### src/rtl/jt12_eg_kon_sched_if.sv
// Register-side/EG-side bundle for the key-on scheduler.
// The scheduler takes the slave modport; the register file / bench drives the master side.
interface jt12_eg_kon_sched_if;
    logic       clk_en;
    logic       kon_we;
    logic [7:0] din;
    logic       csm_en;
    logic       timer_a_ovf;
    logic       kon_busy;
    logic       kon_ovf;
    logic [4:0] slot_I;
    logic       zero;
    logic       keyon_I;

    modport master (
        output clk_en, kon_we, din, csm_en, timer_a_ovf,
        input  kon_busy, kon_ovf, slot_I, zero, keyon_I
    );

    modport slave (
        input  clk_en, kon_we, din, csm_en, timer_a_ovf,
        output kon_busy, kon_ovf, slot_I, zero, keyon_I
    );
endinterface

### src/rtl/jt12_eg_kon_sched.sv
// Key-on scheduler: 24-slot sequencer, one-entry key-on write buffer committed at frame wrap.
// Optional CSM one-frame key-on of channel code 2 is built when JT12_CSM_EN is defined.
module jt12_eg_kon_sched #(
    parameter int SLOTS = 24
) (
    input logic            clk,
    input logic            rst,
    jt12_eg_kon_sched_if.slave bus
);
    localparam logic [4:0] LAST_SLOT = 5'(SLOTS - 1);

    // Handshake: kon_we is valid and !kon_busy is ready, both qualified by clk_en; a write
    // with valid & ready is accepted on that edge, a write with valid & !ready is dropped.
    typedef enum logic {ST_IDLE = 1'b0, ST_PEND = 1'b1} pend_state_t;

    pend_state_t      state, state_next;
    logic             accept, drop, commit;
    logic [4:0]       slot, slot_next;
    logic             wrap;
    logic [3:0]       pend_ops;
    logic [2:0]       pend_ch;
    logic             ch_valid;
    logic [2:0]       ch_idx;
    logic [SLOTS-1:0] kon, kon_next;
    logic             force_next, force_slot;
    logic             zero_q, keyon_q, ovf_q;
    logic             unused_bits;

    assign unused_bits = bus.din[3];
    assign wrap        = (slot == LAST_SLOT);
    assign slot_next   = wrap ? 5'd0 : slot + 5'd1;

    always_ff @(posedge clk) begin
        if (rst) state <= ST_IDLE;
        else     state <= state_next;
    end

    always_comb begin
        state_next = state;
        accept     = 1'b0;
        drop       = 1'b0;
        commit     = 1'b0;
        case (state)
            ST_IDLE: begin
                if (bus.clk_en && bus.kon_we) begin
                    accept     = 1'b1;
                    state_next = ST_PEND;
                end
            end
            ST_PEND: begin
                if (bus.clk_en && bus.kon_we) drop = 1'b1;
                if (bus.clk_en && wrap) begin
                    commit     = 1'b1;
                    state_next = ST_IDLE;
                end
            end
            default: state_next = ST_IDLE;
        endcase
    end

    // Channel codes 3 and 7 have no slots; they commit as a no-op.
    always_comb begin
        ch_valid = 1'b1;
        ch_idx   = 3'd0;
        case (pend_ch)
            3'd0:    ch_idx = 3'd0;
            3'd1:    ch_idx = 3'd1;
            3'd2:    ch_idx = 3'd2;
            3'd4:    ch_idx = 3'd3;
            3'd5:    ch_idx = 3'd4;
            3'd6:    ch_idx = 3'd5;
            default: ch_valid = 1'b0;
        endcase
    end

    // Slot groups run S1,S3,S2,S4 while the mask bits are S4,S3,S2,S1.
    always_comb begin
        kon_next = kon;
        if (commit && ch_valid) begin
            kon_next[5'd0  + {2'b00, ch_idx}] = pend_ops[0];
            kon_next[5'd6  + {2'b00, ch_idx}] = pend_ops[2];
            kon_next[5'd12 + {2'b00, ch_idx}] = pend_ops[1];
            kon_next[5'd18 + {2'b00, ch_idx}] = pend_ops[3];
        end
    end

    assign force_slot = (slot_next == 5'd2) || (slot_next == 5'd8) ||
                        (slot_next == 5'd14) || (slot_next == 5'd20);

`ifdef JT12_CSM_EN
    logic csm_pend, csm_act, csm_set;

    assign csm_set    = bus.csm_en & bus.timer_a_ovf;
    assign force_next = wrap ? csm_pend : csm_act;

    // The force window opens and closes only on frame wraps, so it spans exactly one frame.
    always_ff @(posedge clk) begin
        if (rst) begin
            csm_pend <= 1'b0;
            csm_act  <= 1'b0;
        end else if (bus.clk_en) begin
            if (wrap) begin
                csm_act  <= csm_pend;
                csm_pend <= csm_set;
            end else if (csm_set) begin
                csm_pend <= 1'b1;
            end
        end
    end
`else
    logic unused_csm;

    assign unused_csm = bus.csm_en ^ bus.timer_a_ovf;
    assign force_next = 1'b0;
`endif

    // keyon_I looks up the post-commit vector so new values show from slot 0 of the new frame.
    always_ff @(posedge clk) begin
        if (rst) begin
            slot     <= 5'd0;
            zero_q   <= 1'b1;
            keyon_q  <= 1'b0;
            ovf_q    <= 1'b0;
            kon      <= '0;
            pend_ops <= 4'd0;
            pend_ch  <= 3'd0;
        end else begin
            if (bus.clk_en) begin
                slot    <= slot_next;
                zero_q  <= (slot_next == 5'd0);
                kon     <= kon_next;
                keyon_q <= kon_next[slot_next] | (force_next & force_slot);
            end
            if (accept) begin
                pend_ops <= bus.din[7:4];
                pend_ch  <= bus.din[2:0];
            end
            if (drop) ovf_q <= 1'b1;
        end
    end

    assign bus.kon_busy = (state == ST_PEND);
    assign bus.kon_ovf  = ovf_q;
    assign bus.slot_I   = slot;
    assign bus.zero     = zero_q;
    assign bus.keyon_I  = keyon_q;
endmodule
### src/flat_wrapper.sv
// flat-port wrapper written by rule: the top's interface ports become plain ports
module jt12_eg_kon_sched_flat 
#(
    parameter int SLOTS = 24
)
  (clk, rst, bus_clk_en, bus_kon_we, bus_din, bus_csm_en, bus_timer_a_ovf, bus_kon_busy, bus_kon_ovf, bus_slot_I, bus_zero, bus_keyon_I);
  jt12_eg_kon_sched_if bus_i ();
  input logic clk;
  input logic rst;
  input wire logic [$bits(bus_i.clk_en)-1:0] bus_clk_en;
  input wire logic [$bits(bus_i.kon_we)-1:0] bus_kon_we;
  input wire logic [$bits(bus_i.din)-1:0] bus_din;
  input wire logic [$bits(bus_i.csm_en)-1:0] bus_csm_en;
  input wire logic [$bits(bus_i.timer_a_ovf)-1:0] bus_timer_a_ovf;
  output wire logic [$bits(bus_i.kon_busy)-1:0] bus_kon_busy;
  output wire logic [$bits(bus_i.kon_ovf)-1:0] bus_kon_ovf;
  output wire logic [$bits(bus_i.slot_I)-1:0] bus_slot_I;
  output wire logic [$bits(bus_i.zero)-1:0] bus_zero;
  output wire logic [$bits(bus_i.keyon_I)-1:0] bus_keyon_I;
  assign bus_i.clk_en = bus_clk_en;
  assign bus_i.kon_we = bus_kon_we;
  assign bus_i.din = bus_din;
  assign bus_i.csm_en = bus_csm_en;
  assign bus_i.timer_a_ovf = bus_timer_a_ovf;
  assign bus_kon_busy = bus_i.kon_busy;
  assign bus_kon_ovf = bus_i.kon_ovf;
  assign bus_slot_I = bus_i.slot_I;
  assign bus_zero = bus_i.zero;
  assign bus_keyon_I = bus_i.keyon_I;
  jt12_eg_kon_sched #(.SLOTS(SLOTS)) u_core (.clk(clk), .rst(rst), .bus(bus_i));
endmodule
### config.mk
export PLATFORM = sky130hd
export DESIGN_NAME = jt12_eg_kon_sched_flat
export DESIGN_NICKNAME = d
export VERILOG_FILES = /design/src/rtl/jt12_eg_kon_sched_if.sv /design/src/rtl/jt12_eg_kon_sched.sv /design/src/flat_wrapper.sv
export SDC_FILE = /design/constraint.sdc
export NUM_CORES = 1
export LEC_CHECK = 0
export ABC_AREA = 1
export BUFFER_PORTS_ARGS = -buffer_cell sky130_fd_sc_hd__buf_2
export CAP_MARGIN = 10
export CORE_MARGIN = 3
export CORE_UTILIZATION = 45
export CTS_CLUSTER_DIAMETER = 100
export DETAILED_ROUTE_END_ITERATION = 7
export GPL_TIMING_DRIVEN = 0
export PLACE_DENSITY_LB_ADDON = 0.1
export SLEW_MARGIN = 40
export SYNTH_ARGS = -nofsm -noshare
export SYNTH_HDL_FRONTEND = slang
export SYNTH_SLANG_ARGS = --single-unit
### constraint.sdc
create_clock -name clk -period 1.93 [get_ports clk]
set_input_delay 0.386 -clock clk [delete_from_list [all_inputs] [get_ports clk]]
set_output_delay 0.386 -clock clk [all_outputs]
set_load 0.01 [all_outputs]
; Word-level counts from Yosys, hierarchy flattened
; Index checks and enable logic that the tools add are counted.
[op_classes]
n_addsub = 4
multipliers = 0
div_mod_pow = 0
n_lt_le_gt_ge = 9
n_eq_ne = 6
shifts = 0
muxes = 25
bitwise = 1
n_reduce_logical = 10
[ops]
columns = cell, count
row1 = 24-bit bitwise mux, 4
row2 = 5-bit by 6-bit less-than comparator with 1-bit output (second input constant), 4
row3 = 24-bit two-way mux, 1
row4 = 1-bit demux with 5-bit select, 3
row5 = 5-bit by 1-bit greater-or-equal comparator with 1-bit output (second input constant), 3
row6 = 3-bit case mux with 5 select lines, 1
row7 = 1-bit two-way mux, 12
row8 = 3-bit equality test (second input constant), 3
row9 = 1-bit logical AND, 7
row10 = 3-bit by 6-bit less-than comparator with 1-bit output (second input constant), 1
row11 = 6-bit OR reduction, 1
row12 = 4-bit by 3-bit adder with 5-bit output (first input constant), 1
row13 = 5-bit by 1-bit adder with 5-bit output (second input constant), 1
row14 = 5-bit by 3-bit adder with 5-bit output (first input constant), 1
row15 = 1-bit binary-select mux with 5-bit select, 1
row16 = 5-bit equality test (second input constant), 1
row17 = 5-bit zero test, 1
row18 = 5-bit two-way mux, 1
row19 = 3-bit by 3-bit adder with 4-bit output (first input constant), 1
row20 = 1-bit demux with 3-bit select, 1
row21 = 3-bit by 1-bit equality test with 1-bit output (second input constant), 1
row22 = 3-bit by 2-bit equality test with 1-bit output (second input constant), 1
row23 = 3-bit by 1-bit greater-or-equal comparator with 1-bit output (second input constant), 1
row24 = 3-bit zero test, 1
row25 = 2 further kinds, 2
[totals]
regBits = 40
latchBits = 0
ram_bits = 0
rom_bits = 0
inputBits = 14
output_inout_bits = 9
elab_cells = 63
memories = 0

; Depth between registers and ports, before layout
; Gate-level depths: netlist of the first run.
[logic_depth]
word_depth = 13
mapped_depth = 15
depth_no_buf = 14

; Least setup slack after synthesis of the first run
; OpenSTA, ideal clock, no wires.
[synth_timing]
path_type = register -> register
startpoint = register u_core.slot[0] (netlist: u_core.bus.slot_I[0])
endpoint = register u_core.keyon_q (netlist: u_core.bus.keyon_I)
setup_time_ns = 0.130
arrival_time_ns = 1.637
required_time_ns = 1.800
path_slack_ns = 0.163
path_stages_with_launch = 16
n_path_buf = 1
path_cell_list = dfxtp_1 > ha_1 > nand2_2 > nor2_2 > nand2_2 > nor2_4 > buf_6 > nand2_1 > nand3_1 > nand3_1 > nand2_1 > nand2_1 > nand3_1 > nand2_1 > inv_1 > a21oi_2
[synth_between]
elab_chain_len = 8
word_cells_on_any_way = 10
[synth_lines]
columns = element, line_no
row1 = "start, declared", jt12_eg_kon_sched.sv:18  ; logic [4:0] slot, slot_next;
row2 = "start signal, assigned", jt12_eg_kon_sched.sv:129  ; slot <= slot_next;
row3 = 5-bit equality test, jt12_eg_kon_sched.sv:30  ; assign wrap = (slot == LAST_SLOT);
row4 = 1-bit logical AND, jt12_eg_kon_sched.sv:52  ; if (bus.clk_en && wrap) begin
row5 = 1-bit two-way mux, jt12_eg_kon_sched.sv:52
row6 = 1-bit two-way mux, jt12_eg_kon_sched.sv:43  ; case (state)
row7 = 1-bit logical AND, jt12_eg_kon_sched.sv:79  ; if (commit && ch_valid) begin
row8 = 24-bit two-way mux, jt12_eg_kon_sched.sv:79
row9 = 1-bit binary-select mux with 5-bit select (*), jt12_eg_kon_sched.sv:132  ; keyon_q <= kon_next[slot_next] | (force_next & force_slot);
row10 = 1-bit two-way mux (implied by the code) (*), jt12_eg_kon_sched.sv:132
row11 = "end signal, assigned", jt12_eg_kon_sched.sv:132
row12 = "end, declared", jt12_eg_kon_sched.sv:26  ; logic zero_q, keyon_q, ovf_q;
; Mark *: on every way between the ends. The rest lies on a longest branch, timed or not. The select of a mux whose other input is x is not followed.
; A chain may end at the register's enable or synchronous reset.

; Worst setup path after layout of the first run
[layout_timing]
startpoint = register u_core.slot[1] (netlist: u_core.bus.slot_I[1])
endpoint = register u_core.keyon_q (netlist: u_core.bus.keyon_I)
; The elaborated chain is that of the path after synthesis.

==> flow_summary_export.csv, run 1 <==
group,metric,value,unit
global_routing,grt_overflow_total,0,
cells_and_area,seq_area,807,µm²
outcome,status,"finished with violations",
detailed_routing,wl_per_cell,15.0,µm
place,place_area,0.00230,mm²
detailed_routing,drc_errors,1,
clocking,cts_sinks,40,
worst_setup_path,endpoint_kind,"flop",
job,maxCapViolCount,0,
global_routing,grt_pass1_wl,10000,µm
hold_path,min_to,"u_core.pend_ch[1]",
power_and_ir_drop,vdd_drop_max,0.000415,V
worst_setup_path,regToRegEndpoint,"u_core.bus.keyon_I",
timing,min_period_over_period,0.987,
timing,finalHoldViolations,0,
timing,tightest_slew,595,ps
yosys,ys_warn_count,0,
hold_path,hp-start,"bus_din[1]",
hold_path,whs_path_depth,3,
timing,finalClockSkew,7.05,ps
global_routing,grt_max_degree,12,
worst_setup_path,crit_buf_inv,2,
worst_setup_path,r2r_setup_slack,30,ps
outcome,violations,"DRC",
floorplan,initial_core_util,0.478,
floorplan,rows,24,
timing,min_period,1900,ps
cells_and_area,stdcell_area,0.00262,mm²
clocking,clk_latency,300,ps
yosys,synthFlopType,"dfxtp_1",
cells_and_area,utilization,0.585,
hold_path,hold_class,"input pin to flop",
yosys,yosys.area.top_type_share,0.374,
place,port_buffers,19,
floorplan,die-area,0.00562,mm²
timing,fmax,525,MHz
clocking,ctsRootBufferMaster,"clkbuf_8",
worst_setup_path,start_kind,"flop",
detailed_routing,ant_nets,0,
worst_setup_path,path_class,"flop to flop",
detailed_routing,vias,2304,
power_and_ir_drop,p_leak,1.15,nW
power_and_ir_drop,power_density,653,mW/mm²
detailed_routing,via_per_inst,5.47,
yosys,ys_ff_latch,40,
worst_setup_path,crit_top_cell,"nand2_1",
clocking,ctsHtreeMaxLevel,2,
yosys,synth_common_cells,"nand2_1, nand3_1, dfxtp_1",
cells_and_area,nNetsFinal,384,
floorplan,die_w,75.0,µm
clocking,clk_pin_slew,80,ps
yosys,synth_edf_count,0,
detailed_routing,drt_first_iter_violations,166,
timing,holdWs,364,ps
worst_setup_path,critPathMaxStageDelay,380,ps
detailed_routing,firstDrtPassIters,8,
floorplan,die_h,75.0,µm
cells_and_area,multi_input_area,0.00132,mm²
worst_setup_path,critPathTopFamily,"simple AND/OR/NAND/NOR gates",
cells_and_area,n_fill_cell,432,
clocking,cts_buffers,5,
yosys,async_reset_ff_frac,0,
yosys,synth_area,0.00214,mm²
floorplan,core,0.00447,mm²
worst_setup_path,slowest_stage,"dfxtp_4",
worst_setup_path,timing.rr.start,"u_core.bus.slot_I[1]",
timing,relSlewSlack,0.603,
worst_setup_path,crit_path_max_fanout,5,
cells_and_area,antennaDiodeCount,0,
place,gp_congestion,0.875,
yosys,yosysSeqAreaShare,0.374,
cells_and_area,drive_above_1_share,0.233,
detailed_routing,wl,6300,µm
timing,drv_slew,0,
yosys,synth_nets,353,
floorplan,ios,23,
clocking,ctsLongestPathBuffers,2,
global_routing,first_global_vias,2104,
timing,rsz0062_at_grt,"yes",
worst_setup_path,cp_cell_sequence,"ha_4 -> nand2_4 -> nor2_4 -> nand2_2 -> nor2_4 -> buf_6 -> nand2_2 -> nand3_2 -> nand3_2 -> nand2_1 -> nand2_1 -> nand3_1 -> nand2_1 -> inv_1 -> a21oi_2",
place,dp.final_hpwl,4350,µm
yosys,yosysMostFrequentCell,"nand2_1",
global_routing,grt_usage,0.240,
yosys,synth.area.top_cells,"dfxtp_1, nand2_1, nand3_1, a21oi_1, o21ai_0",
yosys,syn_avg_cell_area,6.33,µm²
worst_setup_path,reg2reg_depth,15,
yosys,synth_cell_type_count,19,
yosys,syn_inst,338,
worst_setup_path,cp.required,2100,ps
timing,finalSetupViolCount,0,
cells_and_area,area_delta_synth_final,22.3,%
yosys,yosys.area.top_type,"dfxtp_1",
worst_setup_path,arrival,2080,ps
clocking,cts_tree,"yes",
global_routing,antenna_found_initial,0,
timing repair:
| action | 4_1_cts | 5_1_grt |
|---|---|---|
| buffers inserted | 2 | 2 |
| gates resized for setup | 9 | 42 |
| hold buffers | 0 | 0 |
| setup endpoints to repair | 1 | 1 |
| pin swaps | 1 | 12 |
| cloned | 1 | 1 |
through the flow:
| stage | worst slack (ps) | total power (W) | setup TNS [ps] | instances |
|---|---|---|---|---|
| after floorplan | 163 | 0.00105 | 0 | 338 |
| after global placement | -481 | 0.00114 | -481 | 409 |
| after detailed placement | -438 | 0.00114 | -438 | 409 |
| after CTS | 30.5 | 0.00168 | 0 | 418 |
| after global routing | -82.7 | 0.00179 | -82.7 | 421 |
| final | 26.0 | 0.00171 | 0 | 421 |
power breakdown:
group | internal [W] | leakage [nW] | switching [W]
clock network | 0.000246 | 0.0410 | 0.000296
logic | 0.0000939 | 0.787 | 0.000192
registers | 0.000848 | 0.326 | 0.0000322
cells in the final DEF (no fill, tap or decap):
cell type  instances
clkbuf_1           7
clkbuf_2           1
buf_2             21
buf_6              6
dfxtp_1           37
nand4_1            3
inv_2              2
nand3_2           24
nor2_1            21
nor2_2             1
a21oi_2            1
nand3_1           40
o21ai_0           22
nand2_1           95
nor2_4             4
nand2_4            2
ha_4               1
clkbuf_8           5
clkinv_2           2
nand2_2            9
buf_4              4
inv_1             27
a21oi_1           31
dfxtp_2            2
dfxtp_4            1
layout make-up:
type / instances / area share
Multi-Input combinational cell: 254 / 0.506
Sequential cell: 40 / 0.308
Timing Repair Buffer: 25 / 0.0578
Inverter: 30 / 0.0435
Buffer: 13 / 0.0301
Clock buffer: 6 / 0.0277
Tap cell: 52 / 0.0249
Clock inverter: 1 / 0.00191
metal layers:
metal | up-vias | global-route usage | routed length [µm]
met2 | 92 | 0.374 | 2820
met3 | 17 | 0.0628 | 497
met5 | - | 0 | 0
met1 | 1030 | 0.319 | 2810
li1 | 1165 | - | -
met4 | 0 | 0.0909 | 178
registers in the layout, indices dropped and copies added, names as in the netlist:
signal and flops:
u_core.bus.kon_ovf 1, u_core.bus.kon_busy 1, u_core.bus.slot_I 5, u_core.bus.keyon_I 1, u_core.kon 24, u_core.pend_ops 4
u_core.pend_ch 3, u_core.bus.zero 1
worst max-delay path by stage:
stage                         end            startpoint  cells past startpoint  slack [ps]
5_1_grt        u_core.bus.keyon_I  u_core.bus.slot_I[1]                     14         -80
6_report       u_core.bus.keyon_I  u_core.bus.slot_I[1]                     15          30
4_1_cts        u_core.bus.keyon_I  u_core.bus.slot_I[1]                     15          30
2_1_floorplan  u_core.bus.keyon_I  u_core.bus.slot_I[0]                     15         160
3_3_place_gp   u_core.bus.keyon_I  u_core.bus.slot_I[0]                     11        -480
3_5_place_dp   u_core.bus.keyon_I  u_core.bus.slot_I[0]                     11        -440
logic make-up after synthesis:
| family | share of synthesized area |
|---|---|
| and+or+nand+nor | 0.402 |
| AOI/OAI and AO/OA | 0.128 |
| adders and majority gates | 0.00584 |
| DFF | 0.374 |
| buffers and inverters | 0.0906 |
worst register-to-register path, cell delays in order, from the launching register on:
cell and delay, ps:
dfxtp_4 380, ha_4 160, nand2_4 70, nor2_4 120
nand2_2 80, nor2_4 220, buf_6 170, nand2_2 60
nand3_2 60, nand3_2 100, nand2_1 80, nand2_1 50
nand3_1 80, nand2_1 50, inv_1 60, a21oi_2 50
Power figures use the tool's default switching activity.
==> run 2, diff against run 1 <==
--- a/config.mk
+++ b/config.mk
@@ -9,7 +9,7 @@
 export BUFFER_PORTS_ARGS = -buffer_cell sky130_fd_sc_hd__buf_2
 export CAP_MARGIN = 10
 export CORE_MARGIN = 3
-export CORE_UTILIZATION = 45
+export CORE_UTILIZATION = 58
 export CTS_CLUSTER_DIAMETER = 100
 export DETAILED_ROUTE_END_ITERATION = 7
 export GPL_TIMING_DRIVEN = 0
==> run 2 against run 1 <==
Against the previous run:
- the run ends with setup timing left
- largest cell class unchanged
- global-route usage is 6.9 points higher
- utilization increased by 18 points
- flip-flop and latch count unchanged
- non-clock buffer count rose by 4
- critical path type unchanged
- critical path depth shrank 1
- count of clock-buffer cells in the layout is 1 higher
- register-to-register slack worse by 40 ps
- worst hold slack better by 6.6 ps
- combinational power about the same
- sequential power shrank 0.6%
==> flow_summary_export.csv, run 2 (synthesis results as in run 1) <==
group,metric,value,unit
floorplan,core,0.00344,mm²
worst_setup_path,cp_cell_sequence,"nand2_1 -> inv_1 -> nand2_2 -> nor2_4 -> buf_6 -> nand2_2 -> nand3_2 -> nand3_1 -> nand2_1 -> nand2_1 -> nand3_2 -> nand2_1 -> inv_1 -> a21oi_2",
global_routing,first_global_vias,2131,
floorplan,die_h,66.8,µm
worst_setup_path,critPathMaxStageDelay,420,ps
clocking,clk_pin_slew,80,ps
clocking,cts_sinks,40,
hold_path,whs_path_depth,3,
worst_setup_path,slowest_stage,"dfxtp_1",
worst_setup_path,endpoint_kind,"flop",
timing,drv_slew,0,
floorplan,initial_core_util,0.622,
cells_and_area,largest_reg_flops,24,
outcome,violations,"setup timing",
cells_and_area,top_register,"u_core.kon",
floorplan,rows,21,
cells_and_area,seq_area,808,µm²
worst_setup_path,cp.required,2110,ps
cells_and_area,n_fill_cell,292,
worst_setup_path,r2r_setup_slack,-10,ps
worst_setup_path,path_class,"flop to flop",
power_and_ir_drop,power_density,672,mW/mm²
power_and_ir_drop,power,0.00176,W
detailed_routing,ant_nets,0,
detailed_routing,via_per_inst,5.64,
cells_and_area,antennaDiodeCount,0,
detailed_routing,wl,6230,µm
clocking,ctsHtreeMaxLevel,2,
detailed_routing,vias,2369,
global_routing,antenna_found_initial,0,
worst_setup_path,arrival,2120,ps
timing,finalHoldViolations,0,
clocking,ctsLongestPathBuffers,2,
timing,min_period,1940,ps
job,maxCapViolCount,0,
cells_and_area,layout_common_cells,"nand2_1, nand3_1, dfxtp_1, a21oi_1, inv_1",
clocking,ctsRootBufferMaster,"clkbuf_8",
worst_setup_path,start_kind,"flop",
cells_and_area,layout_commonest_cell,"nand2_1",
timing,min_period_over_period,1.01,
cells_and_area,multi_input_area,0.00129,mm²
timing,finalClockSkew,6.90,ps
place,gp_congestion,0.957,
global_routing,grt_usage,0.309,
timing,tightest_slew,517,ps
hold_path,hold_class,"input pin to flop",
cells_and_area,nNetsFinal,388,
timing,rsz0062_at_grt,"yes",
place,port_buffers,19,
detailed_routing,wl_per_cell,14.8,µm
global_routing,grt_max_degree,13,
power_and_ir_drop,vdd_drop_max,0.000541,V
global_routing,grt_overflow_total,0,
outcome,status,"finished with violations",
clocking,cts_tree,"yes",
timing,finalSetupViolCount,1,
cells_and_area,drive_above_1_share,0.217,
clocking,clk_latency,300,ps
cells_and_area,area_delta_synth_final,22.4,%
floorplan,die-area,0.00446,mm²
power_and_ir_drop,p_leak,1.15,nW
place,dp.final_hpwl,4270,µm
detailed_routing,firstDrtPassIters,5,
worst_setup_path,crit_path_max_fanout,6,
detailed_routing,drt_first_iter_violations,259,
worst_setup_path,crit_top_cell,"nand2_1",
worst_setup_path,reg2reg_depth,14,
cells_and_area,stdcell_area,0.00262,mm²
timing,relSlewSlack,0.655,
detailed_routing,drc_errors,0,
floorplan,ios,23,
timing,fin_ws,-11.3,ps
clocking,hold_buffers,0,
place,place_area,0.00229,mm²
global_routing,grt_pass1_wl,10400,µm
timing,fmax,515,MHz
floorplan,die_w,66.8,µm
clocking,cts_buffers,5,
-- run 2: cell types whose count changed in the layout (fill, tap and decap cells not counted), sizes merged --
cell / delta
buf: +4
clkbuf: +1
clkinv: -1
clkinvlp: +1
-- run 2: final timing paths --
kind,start,endpoint
worst max-delay path,u_core.bus.slot_I[4],u_core.bus.keyon_I
worst min-delay path,bus_kon_we,u_core.bus.kon_ovf
worst max register to register,u_core.bus.slot_I[4],u_core.bus.keyon_I
worst min register to register,u_core.bus.kon_ovf,u_core.bus.kon_ovf
-- run 2: area by class of cell --
type | count | share of cell area
multi-input combinational | 254 | 0.491
inverter | 30 | 0.0435
clock inverter | 1 | 0.00287
clock buffer | 7 | 0.0330
timing repair buffer | 29 | 0.0692
sequential | 40 | 0.309
tap | 46 | 0.0220
buffer | 13 | 0.0301
-- run 2: power breakdown --
group	leakage [nW]	switching, W	internal, W
sequential	0.326	0.0000283	0.000847
combinational	0.782	0.000192	0.0000954
clock	0.0445	0.000308	0.000291
total	1.15	0.000527	0.00123
-- run 2: metrics by stage --
stage               setup slack [ps]  hold WS [ps]  utilization  std cells  setup TNS [ps]
floorplan                        163           448            -        338               0
global placement                -462           441        0.666        403            -462
detailed placement              -444           453        0.666        403            -444
CTS                             9.91           363        0.712        415               0
global route                    -115           373        0.761        420            -115
finish                         -11.3           370        0.761        420           -11.3
-- run 2: worst max-delay path: cells and delay by family, from the launching register on --
family | cells | cell delay (ps)
AOI/OAI and AO/OA | 1 | 50
and+or+nand+nor | 10 | 990
buffers and inverters | 3 | 360
DFF | 1 | 420
-- run 2: metal layers --
layer,up-vias,global-route usage,share of wire
met1,1078,0.412,0.45
met3,14,0.0607,0.075
met5,-,0,0
li1,1171,-,-
met2,106,0.506,0.45
met4,0,0.0838,0.025
-- run 2: what timing repair did --
| action | CTS | global route |
|---|---|---|
| endpoints found under the setup margin | 1 | 1 |
| cloned | 1 | 1 |
| pin swaps | 5 | 11 |
| gates resized for setup | 10 | 32 |
| buffers inserted | 4 | 4 |
